==> config.mk <==
export PLATFORM = sky130hd
export DESIGN_NAME = id_ex_issue
export DESIGN_NICKNAME = d
export VERILOG_FILES = /design/src/rtl/id_ex_issue.sv
export SDC_FILE = /design/constraint.sdc
export NUM_CORES = 1
export LEC_CHECK = 0
export ABC_AREA = 1
export CAP_MARGIN = 10
export CORE_ASPECT_RATIO = 0.8
export CORE_MARGIN = 3
export CORE_UTILIZATION = 50
export CTS_CLUSTER_DIAMETER = 80
export DETAILED_ROUTE_END_ITERATION = 10
export GPL_TIMING_DRIVEN = 0
export PLACE_DENSITY = 0.87
export RECOVER_POWER = 100
export SLEW_MARGIN = 25
export SYNTH_ARGS = -nofsm -noshare
export SYNTH_HDL_FRONTEND = slang
export SYNTH_SLANG_ARGS = --single-unit
==> constraint.sdc <==
create_clock -name i_clk -period 4.4 [get_ports i_clk]
set_input_delay 1.32 -clock i_clk [delete_from_list [all_inputs] [get_ports i_clk]]
set_output_delay 1.32 -clock i_clk [all_outputs]
set_load 0.05 [all_outputs]
==> src/rtl/id_ex_issue.sv <==
// ID/EX issue register: captures decoded ID fields, forwards rs1/rs2 from
// MEM/WB into EX, and handles load-use stalls, flush bubbles and back-end hold.
module id_ex_issue #(
    parameter int XLEN  = 32,
    parameter int CNT_W = 16
) (
    input  logic             i_clk,
    input  logic             i_rst,
    input  logic             i_id_valid,
    input  logic [XLEN-1:0]  i_id_pc,
    input  logic [3:0]       i_id_alu_sel,
    input  logic [XLEN-1:0]  i_id_imm,
    input  logic             i_id_brun,
    input  logic             i_id_a_sel,
    input  logic             i_id_b_sel,
    input  logic [4:0]       i_id_rs1_addr,
    input  logic [4:0]       i_id_rs2_addr,
    input  logic             i_id_rs1_used,
    input  logic             i_id_rs2_used,
    input  logic [XLEN-1:0]  i_id_rs1_data,
    input  logic [XLEN-1:0]  i_id_rs2_data,
    input  logic [4:0]       i_id_rd_addr,
    input  logic             i_id_rd_wren,
    input  logic             i_id_mem_rden,
    input  logic [4:0]       i_mem_rd_addr,
    input  logic             i_mem_rd_wren,
    input  logic [XLEN-1:0]  i_mem_alu_data,
    input  logic [4:0]       i_wb_rd_addr,
    input  logic             i_wb_rd_wren,
    input  logic [XLEN-1:0]  i_wb_data,
    input  logic             i_flush,
    input  logic             i_hold,
    output logic             o_id_stall,
    output logic             o_ex_valid,
    output logic [XLEN-1:0]  o_ex_pc,
    output logic [XLEN-1:0]  o_ex_imm,
    output logic [3:0]       o_ex_alu_sel,
    output logic             o_ex_brun,
    output logic             o_ex_a_sel,
    output logic             o_ex_b_sel,
    output logic [XLEN-1:0]  o_ex_rs1_data,
    output logic [XLEN-1:0]  o_ex_rs2_data,
    output logic [4:0]       o_ex_rd_addr,
    output logic             o_ex_rd_wren,
    output logic             o_ex_mem_rden,
    output logic [CNT_W-1:0] o_loaduse_cnt,
    output logic [CNT_W-1:0] o_flush_cnt
);

    logic             r_valid;
    logic [XLEN-1:0]  r_pc;
    logic [3:0]       r_alu_sel;
    logic [XLEN-1:0]  r_imm;
    logic             r_brun;
    logic             r_a_sel;
    logic             r_b_sel;
    logic [4:0]       r_rs1_addr;
    logic [4:0]       r_rs2_addr;
    logic [XLEN-1:0]  r_rs1_data;
    logic [XLEN-1:0]  r_rs2_data;
    logic [4:0]       r_rd_addr;
    logic             r_rd_wren;
    logic             r_mem_rden;
    logic [CNT_W-1:0] r_loaduse_cnt;
    logic [CNT_W-1:0] r_flush_cnt;

    logic             w_rs1_hit;
    logic             w_rs2_hit;
    logic             w_loaduse;
    logic             w_bubble;
    logic             w_flush_evt;
    logic             w_lu_evt;
    logic [XLEN-1:0]  w_rs1_fwd;
    logic [XLEN-1:0]  w_rs2_fwd;
    logic [XLEN-1:0]  w_rs1_cap;
    logic [XLEN-1:0]  w_rs2_cap;

    always_comb begin
        w_rs1_hit = i_id_rs1_used && (i_id_rs1_addr == r_rd_addr);
        w_rs2_hit = i_id_rs2_used && (i_id_rs2_addr == r_rd_addr);
        w_loaduse = r_valid && r_mem_rden && r_rd_wren
                    && (r_rd_addr != 5'd0) && i_id_valid
                    && (w_rs1_hit || w_rs2_hit);
    end

    assign o_id_stall  = !i_flush && (i_hold || w_loaduse);
    assign w_bubble    = i_flush || (!i_hold && w_loaduse);
    assign w_flush_evt = i_flush && (i_id_valid || r_valid);
    assign w_lu_evt    = !i_flush && !i_hold && w_loaduse;

    // EX operands: MEM result beats WB, x0 is never overridden
    always_comb begin
        w_rs1_fwd = r_rs1_data;
        if (r_rs1_addr != 5'd0) begin
            if (i_mem_rd_wren && (i_mem_rd_addr == r_rs1_addr))
                w_rs1_fwd = i_mem_alu_data;
            else if (i_wb_rd_wren && (i_wb_rd_addr == r_rs1_addr))
                w_rs1_fwd = i_wb_data;
        end
    end

    always_comb begin
        w_rs2_fwd = r_rs2_data;
        if (r_rs2_addr != 5'd0) begin
            if (i_mem_rd_wren && (i_mem_rd_addr == r_rs2_addr))
                w_rs2_fwd = i_mem_alu_data;
            else if (i_wb_rd_wren && (i_wb_rd_addr == r_rs2_addr))
                w_rs2_fwd = i_wb_data;
        end
    end

    // Regfile read races a same-cycle WB write; take the WB value
    always_comb begin
        w_rs1_cap = i_id_rs1_data;
        w_rs2_cap = i_id_rs2_data;
        if ((i_id_rs1_addr != 5'd0) && i_wb_rd_wren
            && (i_wb_rd_addr == i_id_rs1_addr))
            w_rs1_cap = i_wb_data;
        if ((i_id_rs2_addr != 5'd0) && i_wb_rd_wren
            && (i_wb_rd_addr == i_id_rs2_addr))
            w_rs2_cap = i_wb_data;
    end

    always_ff @(posedge i_clk) begin
        if (i_rst || w_bubble) begin
            r_valid    <= 1'b0;
            r_pc       <= '0;
            r_alu_sel  <= '0;
            r_imm      <= '0;
            r_brun     <= 1'b0;
            r_a_sel    <= 1'b0;
            r_b_sel    <= 1'b0;
            r_rs1_addr <= '0;
            r_rs2_addr <= '0;
            r_rs1_data <= '0;
            r_rs2_data <= '0;
            r_rd_addr  <= '0;
            r_rd_wren  <= 1'b0;
            r_mem_rden <= 1'b0;
        end else if (i_hold) begin
            r_rs1_data <= w_rs1_fwd;
            r_rs2_data <= w_rs2_fwd;
        end else begin
            r_valid    <= i_id_valid;
            r_pc       <= i_id_pc;
            r_alu_sel  <= i_id_alu_sel;
            r_imm      <= i_id_imm;
            r_brun     <= i_id_brun;
            r_a_sel    <= i_id_a_sel;
            r_b_sel    <= i_id_b_sel;
            r_rs1_addr <= i_id_rs1_addr;
            r_rs2_addr <= i_id_rs2_addr;
            r_rs1_data <= w_rs1_cap;
            r_rs2_data <= w_rs2_cap;
            r_rd_addr  <= i_id_rd_addr;
            r_rd_wren  <= i_id_valid && i_id_rd_wren;
            r_mem_rden <= i_id_valid && i_id_mem_rden;
        end
    end

    always_ff @(posedge i_clk) begin
        if (i_rst) begin
            r_loaduse_cnt <= '0;
            r_flush_cnt   <= '0;
        end else begin
            if (w_flush_evt && (r_flush_cnt != '1))
                r_flush_cnt <= r_flush_cnt + CNT_W'(1);
            if (w_lu_evt && (r_loaduse_cnt != '1))
                r_loaduse_cnt <= r_loaduse_cnt + CNT_W'(1);
        end
    end

    assign o_ex_valid    = r_valid;
    assign o_ex_pc       = r_pc;
    assign o_ex_imm      = r_imm;
    assign o_ex_alu_sel  = r_alu_sel;
    assign o_ex_brun     = r_brun;
    assign o_ex_a_sel    = r_a_sel;
    assign o_ex_b_sel    = r_b_sel;
    assign o_ex_rs1_data = w_rs1_fwd;
    assign o_ex_rs2_data = w_rs2_fwd;
    assign o_ex_rd_addr  = r_rd_addr;
    assign o_ex_rd_wren  = r_rd_wren;
    assign o_ex_mem_rden = r_mem_rden;
    assign o_loaduse_cnt = r_loaduse_cnt;
    assign o_flush_cnt   = r_flush_cnt;

endmodule
* Word level (Yosys, flattened, before mapping)
Index checks and enable logic that the tools add are counted.
** Cells by class
- Muxes and demuxes :: 10
- Reductions and logical operators :: 36
- Eq/ne operators :: 10
- Add/subtract/negate cells :: 2
** Operators with widths (number)
- $mux 32 :: 10
- $eq 5x5->1 :: 8
- $add 16x1->16 const B :: 2
- $ne 16x16->1 const B :: 2
- $reduce_bool 5->1 :: 5
- $logic_and 1x1->1 :: 24
- $logic_or 1x1->1 :: 5
- $logic_not 1->1 :: 2
** Word-level totals
- Logic and storage cells :: 74
- Bits of input ports :: 235
- Output and inout bits :: 176
- Register bits :: 185

* Longest topological paths before layout
Gate-level depths: netlist (run 1).
- Word-level depth :: 8
- Gate-level depth with buffers :: 12
- Mapped depth without buffers :: 11

* Least setup slack after synthesis (run 1)
OpenSTA, ideal clock, no wires.
- Path type :: input -> output
- Start point :: in i_hold
- End point :: out o_id_stall
- Data arrival time :: 2746 ps
- Data required time :: 3080 ps
- Path buffers :: 3
- Stages :: 5
- Path slack :: 334 ps
- Cell sequence :: clkbuf_1 -> inv_1 -> clkbuf_1 -> buf_4 -> a21oi_1
** Between the ends
- Cells in the longest elaborated chain, start to end :: 2
** RTL lines
- from (decl) :: line 32 : input logic i_hold,
- $logic_or 1x1->1 :: line 86 : assign o_id_stall = !i_flush && (i_hold || w_loaduse);
- $logic_and 1x1->1 :: line 86
- to (decl) :: line 33 : output logic o_id_stall,
No other way between the ends.

* Final worst setup path (run 1)
- Start point :: in i_wb_rd_addr[3]
- End point :: reg r_rs1_data[29]
** Between the ends
- Cells in the longest elaborated chain, start to end :: 6
- Elaborated cells between the ends (all ways) :: 9
- Classes of those cells :: 2 x eq/ne; 5 x mux; 2 x reduce/logical
** RTL lines
- from (decl) :: line 28 : input logic [4:0] i_wb_rd_addr,
- $eq 5x5->1 :: line 97 : else if (i_wb_rd_wren && (i_wb_rd_addr == r_rs1_addr))
- $logic_and 1x1->1 :: line 97
- $mux 32 :: line 97
- $mux 32 :: line 95 : if (i_mem_rd_wren && (i_mem_rd_addr == r_rs1_addr))
- $mux 32 :: line 94 : if (r_rs1_addr != 5'd0) begin
- $mux 32 * :: line 140 : end else if (i_hold) begin
- to (signal assigned) :: line 141 : r_rs1_data <= w_rs1_fwd;
- to (signal assigned) :: line 153 : r_rs1_data <= w_rs1_cap;
- to (decl) :: line 59 : logic [XLEN-1:0] r_rs1_data;
Every way passes the cells marked *; elsewhere a longest branch is shown, timed or not.
A chain may end at the register's enable or synchronous reset.

==> run_results.csv, run 1 <==
group,metric,value,unit
run_status,status,"finished, final reports clean",
hold_path,hold_path_class,"reg2reg",
final_layout,fill_cells,1924,
placed_design,port_buffers,408,
drt,post-route-drc-count,0,
sta,fin_skew,0.0148,ns
clock_tree,clk-insertion-delay-late,0.45,ns
sta,slew_headroom,50.4,%
final_layout,multi_input_area,0.00672,mm²
sta,tightest_slew,0.744,ns
floorplanning,die-area,0.0254,mm²
clock_tree,ctsRootBufferMaster,"clkbuf_16",
worst_setup_path,cpPeakStageDelay,0.37,ns
yosys,synth_edf_count,0,
yosys,yosys.area.top_type_share,31.5,%
placed_design,dp_hpwl,35800,µm
pwr,ir_drop,0.000238,V
global_route,grt_start_max_net_pins,22,
sta,holdWs,0.462,ns
final_layout,area.growth.synth_to_final,44.6,%
final_layout,regArea,0.00370,mm²
pwr,power.density_cell_area,269,mW/mm²
clock_tree,cts_num_sinks,185,
global_route,grt.total_usage,36.0,%
yosys,yosysTopAreaCell,"dfxtp_1",
yosys,synthArstFlopShare,0,%
placed_design,routabilityCongestion,0.997,
pwr,p_total,4.57,mW
worst_setup_path,critical_path_class,"in2reg",
floorplanning,die_h,143,µm
sta,worst_slack,0.0215,ns
worst_setup_path,crit_start,"i_wb_rd_addr[3]",
yosys,synth-warning-count,0,
final_layout,drive_above_1_share,13.8,%
drt,via_count,14500,
worst_setup_path,required,4.75,ns
yosys,synth.area.top_cells,"dfxtp_1 31%, nand2_1 20%, nor2_1 7.6%",
sta,slew_violations,0,
sta,setup_violations,0,
floorplanning,die_w,177,µm
clock_tree,numCtsBuffers,17,
floorplanning,coreArea,0.0228,mm²
pwr,p_leak,7.88,nW
global_route,globalRouteOverflowTotal,0,
yosys,synthFlopType,"dfxtp_1",
worst_setup_path,critPathCaptureType,"flop",
global_route,grt_pass1_vias,13500,
floorplanning,ios,411,
global_route,antenna_found_initial,5,
drt,detail_route.wl_per_cell,17.9,µm
yosys,seq_area_frac_synth,31.5,%
run,drv_cap,0,
yosys,synth-seq-cells,185,
clock_tree,clock_path_buffers,2,
hold_path,min_path_cells,2,
drt,first_pass_iters,8,
placed_design,preCtsSetupSlack,-0.859,ns
drt,antenna_left,0,
worst_setup_path,critPathMaxFanout,10,
yosys,synth.distinct_cells,41,
sta,min_period,4.38,ns
yosys,synth_area,0.0118,mm²
worst_setup_path,r2r_cells,24,
worst_setup_path,cp_num_buf_inv,18,
final_layout,layout_commonest_cell,"nand2_1",
worst_setup_path,timing.rr.end,"r_rs1_data[29]$_SDFF_PP0_",
final_layout,mostFrequentLayoutCells,"616 x nand2_1, 230 x nor2_1, 215 x clkdlybuf4s50_1",
clock_tree,clk_pin_slew,0.08,ns
placed_design,place_area,0.0162,mm²
worst_setup_path,crit_top_cell,"buf_4",
clock_tree,htree_levels,4,
worst_setup_path,r2r_slack,0.57,ns
final_layout,nNetsFinal,2592,
yosys,synth_fp_nets,2138,
sta,max_freq,0.228,GHz
floorplanning,rows,49,
final_layout,final_util,74.6,%
hold_path,hp-start,"o_ex_pc[23]$_SDFFE_PP0N_",
worst_setup_path,startpoint_type,"primary input",
worst_setup_path,critPathArrivalTime,4.73,ns
clock_tree,tritoncts,"done",
global_route,grt_pass1_wl,72200,µm
final_layout,finalInstanceArea,0.0170,mm²
sta,post-route-period-util,99.5,%
clock_tree,holdBufCountCts,0,
sta,hold_viol_final,0,
yosys,postSynthCellCount,1901,
drt,wirelength,48000,µm
worst_setup_path,regToRegStartpoint,"r_rs1_addr[4]$_SDFFE_PP0N_",
hold_path,whs_endpoint,"o_ex_pc[23]$_SDFFE_PP0N_",
drt,via_per_inst,5.42,
worst_setup_path,crit_family,"buffers and inverters",
drt,drtIter0Drc,1323,
worst_setup_path,critPathSlowestCell,"dlygate4sd2_1",
floorplanning,start_util,51.6,%
yosys,synth.avg_cell_area,6.19,µm²
==> power breakdown <==
group | switching (mW) | internal [mW]
combinational | 0.731 | 0.472
sequential | 0.0278 | 1.73
clock | 0.834 | 0.779
total | 1.59 | 2.98
==> cells in the mapped netlist (2+ instances only) <==
library cell and number:
xor2_1 12, buf_2 39, nor2_1 238, inv_1 176, buf_6 20, a21oi_2 16, o21ai_1 47, xnor2_1 11
nand3_1 57, a21oi_1 149, a22oi_1 2, and2_1 63, nand2_1 615, buf_4 16, buf_1 6, nand2_2 34
nand4_1 37, dfxtp_1 185, inv_2 11, o21ai_2 18, clkbuf_1 25, nor3b_1 2, o21ai_0 29, o21bai_1 33
nor2_2 30, nand3_4 3, nor3_1 10, ha_1 2, nand2_4 3
==> final cells by class <==
cell class / count / area share, %
timing repair buffer: 436 / 24.8
buffer: 107 / 3.96
inverter: 188 / 4.15
antenna: 2 / 0.0294
tap: 306 / 2.25
clock inverter: 14 / 1.07
multi-input combinational: 1420 / 39.5
sequential: 185 / 21.8
clock buffer: 18 / 2.52
==> sequential cells by signal (all words and copies together), names as in the netlist <==
name           count
r_rs1_data        32
o_ex_alu_sel       4
o_flush_cnt       16
r_rs2_data        32
o_ex_rd_addr       5
r_rs2_addr         5
o_ex_a_sel         1
o_ex_brun          1
o_ex_mem_rden      1
o_ex_valid         1
r_rs1_addr         5
o_loaduse_cnt     16
o_ex_imm          32
o_ex_b_sel         1
o_ex_rd_wren       1
o_ex_pc           32
==> routing by layer <==
layer | up-vias | GRT usage, % | share of wire, %
met2 | 835 | 60.6 | 46
met3 | 176 | 10.7 | 11
met5 | - | 0 | 0.056
met1 | 6655 | 43.2 | 38
li1 | 6834 | - | -
met4 | 4 | 14.5 | 4.9
==> cells by family (layout without fill, tap and decap cells) <==
logic type / Yosys count / after routing / share of synthesized area (%)
AND/OR/NAND/NOR: 1098 / 1098 / 40.3
AO/OA/AOI/OAI: 297 / 297 / 14.5
buffers and inverters: 296 / 763 / 11.8
flip-flops: 185 / 185 / 31.5
XOR/XNOR: 23 / 23 / 1.71
adder cells (fa/ha/maj): 2 / 2 / 0.213
other: 0 / 2 / 0
==> stage by stage <==
stage,instances,TNS [ns]
3_5_place_dp,2615,-51.04
6_report,2676,0
2_1_floorplan,1901,0
4_1_cts,2665,0
3_3_place_gp,2615,-48.84
5_1_grt,2676,-0.0319
==> worst min-delay path, delay by kind of cell (launching register included) <==
family             cells  cell delay [ns]
DFF                    1             0.31
and+or+nand+nor        1             0.06
AOI/OAI and AO/OA      1             0.05
==> how the worst max path moves through the flow <==
stage,endpoint,cells past startpoint,slack (ns)
after floorplan,o_id_stall,5,0.33
after global placement,o_ex_rs2_data[6],12,-0.82
after detailed placement,o_ex_rs1_data[28],12,-0.86
after CTS,o_ex_rs2_data[15],11,0.002
after global routing,o_ex_rs1_data[29],14,-0.02
final,r_rs1_data[29]$_SDFF_PP0_,25,0.02
==> timing repair <==
item,CTS,global route
resized for setup,461,22
pin swaps,9,8
endpoints found under the setup margin,65,66
cloned,1,1
buffers inserted,17,9
(Power assumes the default switching activity.)
==> run 2: changes to the inputs <==
--- a/config.mk
+++ b/config.mk
@@ -9,12 +9,13 @@
 export CAP_MARGIN = 10
 export CORE_ASPECT_RATIO = 0.8
 export CORE_MARGIN = 3
-export CORE_UTILIZATION = 50
+export CORE_UTILIZATION = 46
 export CTS_CLUSTER_DIAMETER = 80
 export DETAILED_ROUTE_END_ITERATION = 10
 export GPL_TIMING_DRIVEN = 0
-export PLACE_DENSITY = 0.87
+export PLACE_DENSITY = 0.81
 export RECOVER_POWER = 100
+export REMOVE_ABC_BUFFERS = 1
 export SLEW_MARGIN = 25
 export SYNTH_ARGS = -nofsm -noshare
 export SYNTH_HDL_FRONTEND = slang
==> constraint.sdc (replaced) <==
create_clock -name i_clk -period 4.05 [get_ports i_clk]
set_input_delay 1.215 -clock i_clk [delete_from_list [all_inputs] [get_ports i_clk]]
set_output_delay 1.215 -clock i_clk [all_outputs]
set_load 0.05 [all_outputs]
==> run_results.csv, run 2 (synthesis gave the netlist of run 1 again) <==
group,metric,value,unit
worst_setup_path,startpoint_type,"primary input",
final_layout,drive_above_1_share,13.5,%
drt,post-route-drc-count,0,
worst_setup_path,critical_path_class,"in2out",
hold_path,whs_endpoint,"o_ex_pc[18]$_SDFFE_PP0N_",
final_layout,mostFrequentLayoutCells,"611 x nand2_1, 228 x nor2_1, 216 x clkdlybuf4s50_1",
drt,first_pass_iters,5,
clock_tree,htree_levels,4,
final_layout,finalInstanceArea,0.0171,mm²
global_route,globalRouteOverflowTotal,0,
clock_tree,cts_num_sinks,185,
sta,fin_tns_setup,0,ns
floorplanning,ios,411,
sta,tightest_slew,1.07,ns
global_route,grt_start_max_net_pins,127,
clock_tree,ctsRootBufferMaster,"clkbuf_16",
run,drv_cap,0,
drt,antenna_left,0,
drt,drtIter0Drc,1158,
sta,slew_headroom,28.4,%
sta,max_freq,0.250,GHz
hold_path,hold_path_class,"reg2reg",
floorplanning,die_w,185,µm
final_layout,fill_cells,2125,
sta,post-route-period-util,98.6,%
drt,via_count,13900,
floorplanning,rows,51,
floorplanning,die-area,0.0275,mm²
worst_setup_path,timing.rr.end,"r_rs1_data[16]$_SDFF_PP0_",
worst_setup_path,regToRegStartpoint,"o_ex_rd_addr[1]$_SDFFE_PP0N_",
final_layout,layout_commonest_cell,"nand2_1",
clock_tree,tritoncts,"done",
sta,slew_violations,0,
final_layout,area.growth.synth_to_final,45.6,%
worst_setup_path,critPathCaptureType,"output port",
floorplanning,coreArea,0.0248,mm²
clock_tree,clk_pin_slew,0.09,ns
clock_tree,clock_path_buffers,2,
worst_setup_path,critPathMaxFanout,16,
pwr,ir_drop,0.000285,V
drt,wirelength,47100,µm
worst_setup_path,critPathArrivalTime,2.78,ns
placed_design,routabilityCongestion,0.930,
global_route,antenna_found_initial,4,
drt,via_per_inst,5.32,
hold_path,hp-start,"o_ex_pc[18]$_SDFFE_PP0N_",
sta,min_period,4.00,ns
floorplanning,die_h,149,µm
clock_tree,numCtsBuffers,17,
clock_tree,clk-insertion-delay-late,0.45,ns
run_status,status,"finished, final reports clean",
drt,detail_route.wl_per_cell,18.0,µm
worst_setup_path,required,2.83,ns
hold_path,min_path_cells,2,
global_route,grt.total_usage,32.6,%
placed_design,dp_hpwl,29900,µm
pwr,p_total,5.09,mW
placed_design,dp_cells,2531,
worst_setup_path,r2r_cells,11,
global_route,grt_pass1_vias,13100,
placed_design,place_area,0.0159,mm²
global_route,grt_pass1_wl,70700,µm
pwr,p_leak,7.72,nW
final_layout,finalNonFillerCells,2611,
sta,hold_viol_final,0,
sta,holdWs,0.463,ns
worst_setup_path,r2r_slack,1.28,ns
floorplanning,start_util,47.5,%
sta,setup_violations,0,
placed_design,port_buffers,410,
sta,fin_skew,0.0183,ns
final_layout,nNetsFinal,2513,
pwr,power.density_cell_area,297,mW/mm²
[run 2: cell count changes in the layout (fill, tap and decap cells not counted), sizes merged, moves of 2 or more]
| cell | before | now |
|---|---|---|
| clkbuf | 85 | 29 |
| buf | 134 | 108 |
| dlymetal6s2s | 7 | 2 |
| nand2 | 652 | 656 |
| nand3 | 61 | 65 |
| bufbuf | 0 | 2 |
| clkdlybuf4s15 | 2 | 0 |
| diode | 2 | 4 |
| dlygate4sd2 | 6 | 4 |
[run 2: through the flow]
stage | setup slack [ns] | utilization [%]
after floorplan | -2.44 | -
after global placement | -9.42 | 62.9
after detailed placement | -1.73 | 64.0
after CTS | 0.0137 | 69.0
after global routing | -0.0203 | 69.1
final | 0.0549 | 69.2
[run 2: worst max path at each step]
stage                                start                        end  slack (ns)  depth (start not counted)
after floorplan                     i_hold                 o_id_stall       -2.44                          2
after global placement              i_hold  r_rs1_data[16]$_SDFF_PP0_       -9.42                          7
after detailed placement   i_wb_rd_addr[1]          o_ex_rs1_data[27]       -1.73                         11
after CTS                 i_mem_rd_addr[2]          o_ex_rs1_data[26]        0.01                         12
after global routing      i_mem_rd_addr[4]           o_ex_rs1_data[5]       -0.02                         13
final                      i_wb_rd_addr[0]          o_ex_rs2_data[13]        0.05                         11
[run 2: report_power, final]
group	switching, mW	internal (mW)	leakage (nW)	total, mW
Clock	0.962	0.878	0.309	1.84
Sequential	0.0287	1.88	1.51	1.91
Combinational	0.818	0.529	5.91	1.35
[run 2: worst max-delay path, stage by stage]
cell and delay, ns:
dlygate4sd2_1 0.23, inv_2 0.08, nand2_1 0.06, nand2_1 0.08, nor2_4 0.15, nand3_4 0.11, nand2_4 0.15, nand2_8 0.15
nand2_1 0.14, and2_1 0.19, buf_4 0.22
[run 2: timing repair]
action                                  in CTS  in global routing
hold buffers                                 0                  0
pin swaps                                   25                  9
resized for setup                          497                 44
endpoints found under the setup margin      65                 84
cloned                                      10                  0
endpoints found under the hold margin        0                  0
setup buffers                               24                 10
[run 2: per-layer routing]
layer / track usage [%] / part of all wire, % / vias to the layer above
li1: - / - / 6706
met3: 9.02 / 10 / 112
met1: 39.8 / 39 / 6294
met5: 0 / 0.051 / -
met2: 54.4 / 47 / 781
met4: 12.9 / 3.3 / 4
[run 2: layout make-up]
type / count / area [µm²] / share of cell area, %
Antenna cell: 4 / 10.0 / 0.0584
Sequential cell: 185 / 3700 / 21.6
Inverter: 188 / 732 / 4.27
Timing Repair Buffer: 456 / 4600 / 26.9
Clock buffer: 17 / 425 / 2.48
Tap cell: 318 / 398 / 2.32
Multi-Input combinational cell: 1428 / 7030 / 41.0
Clock inverter: 15 / 224 / 1.31
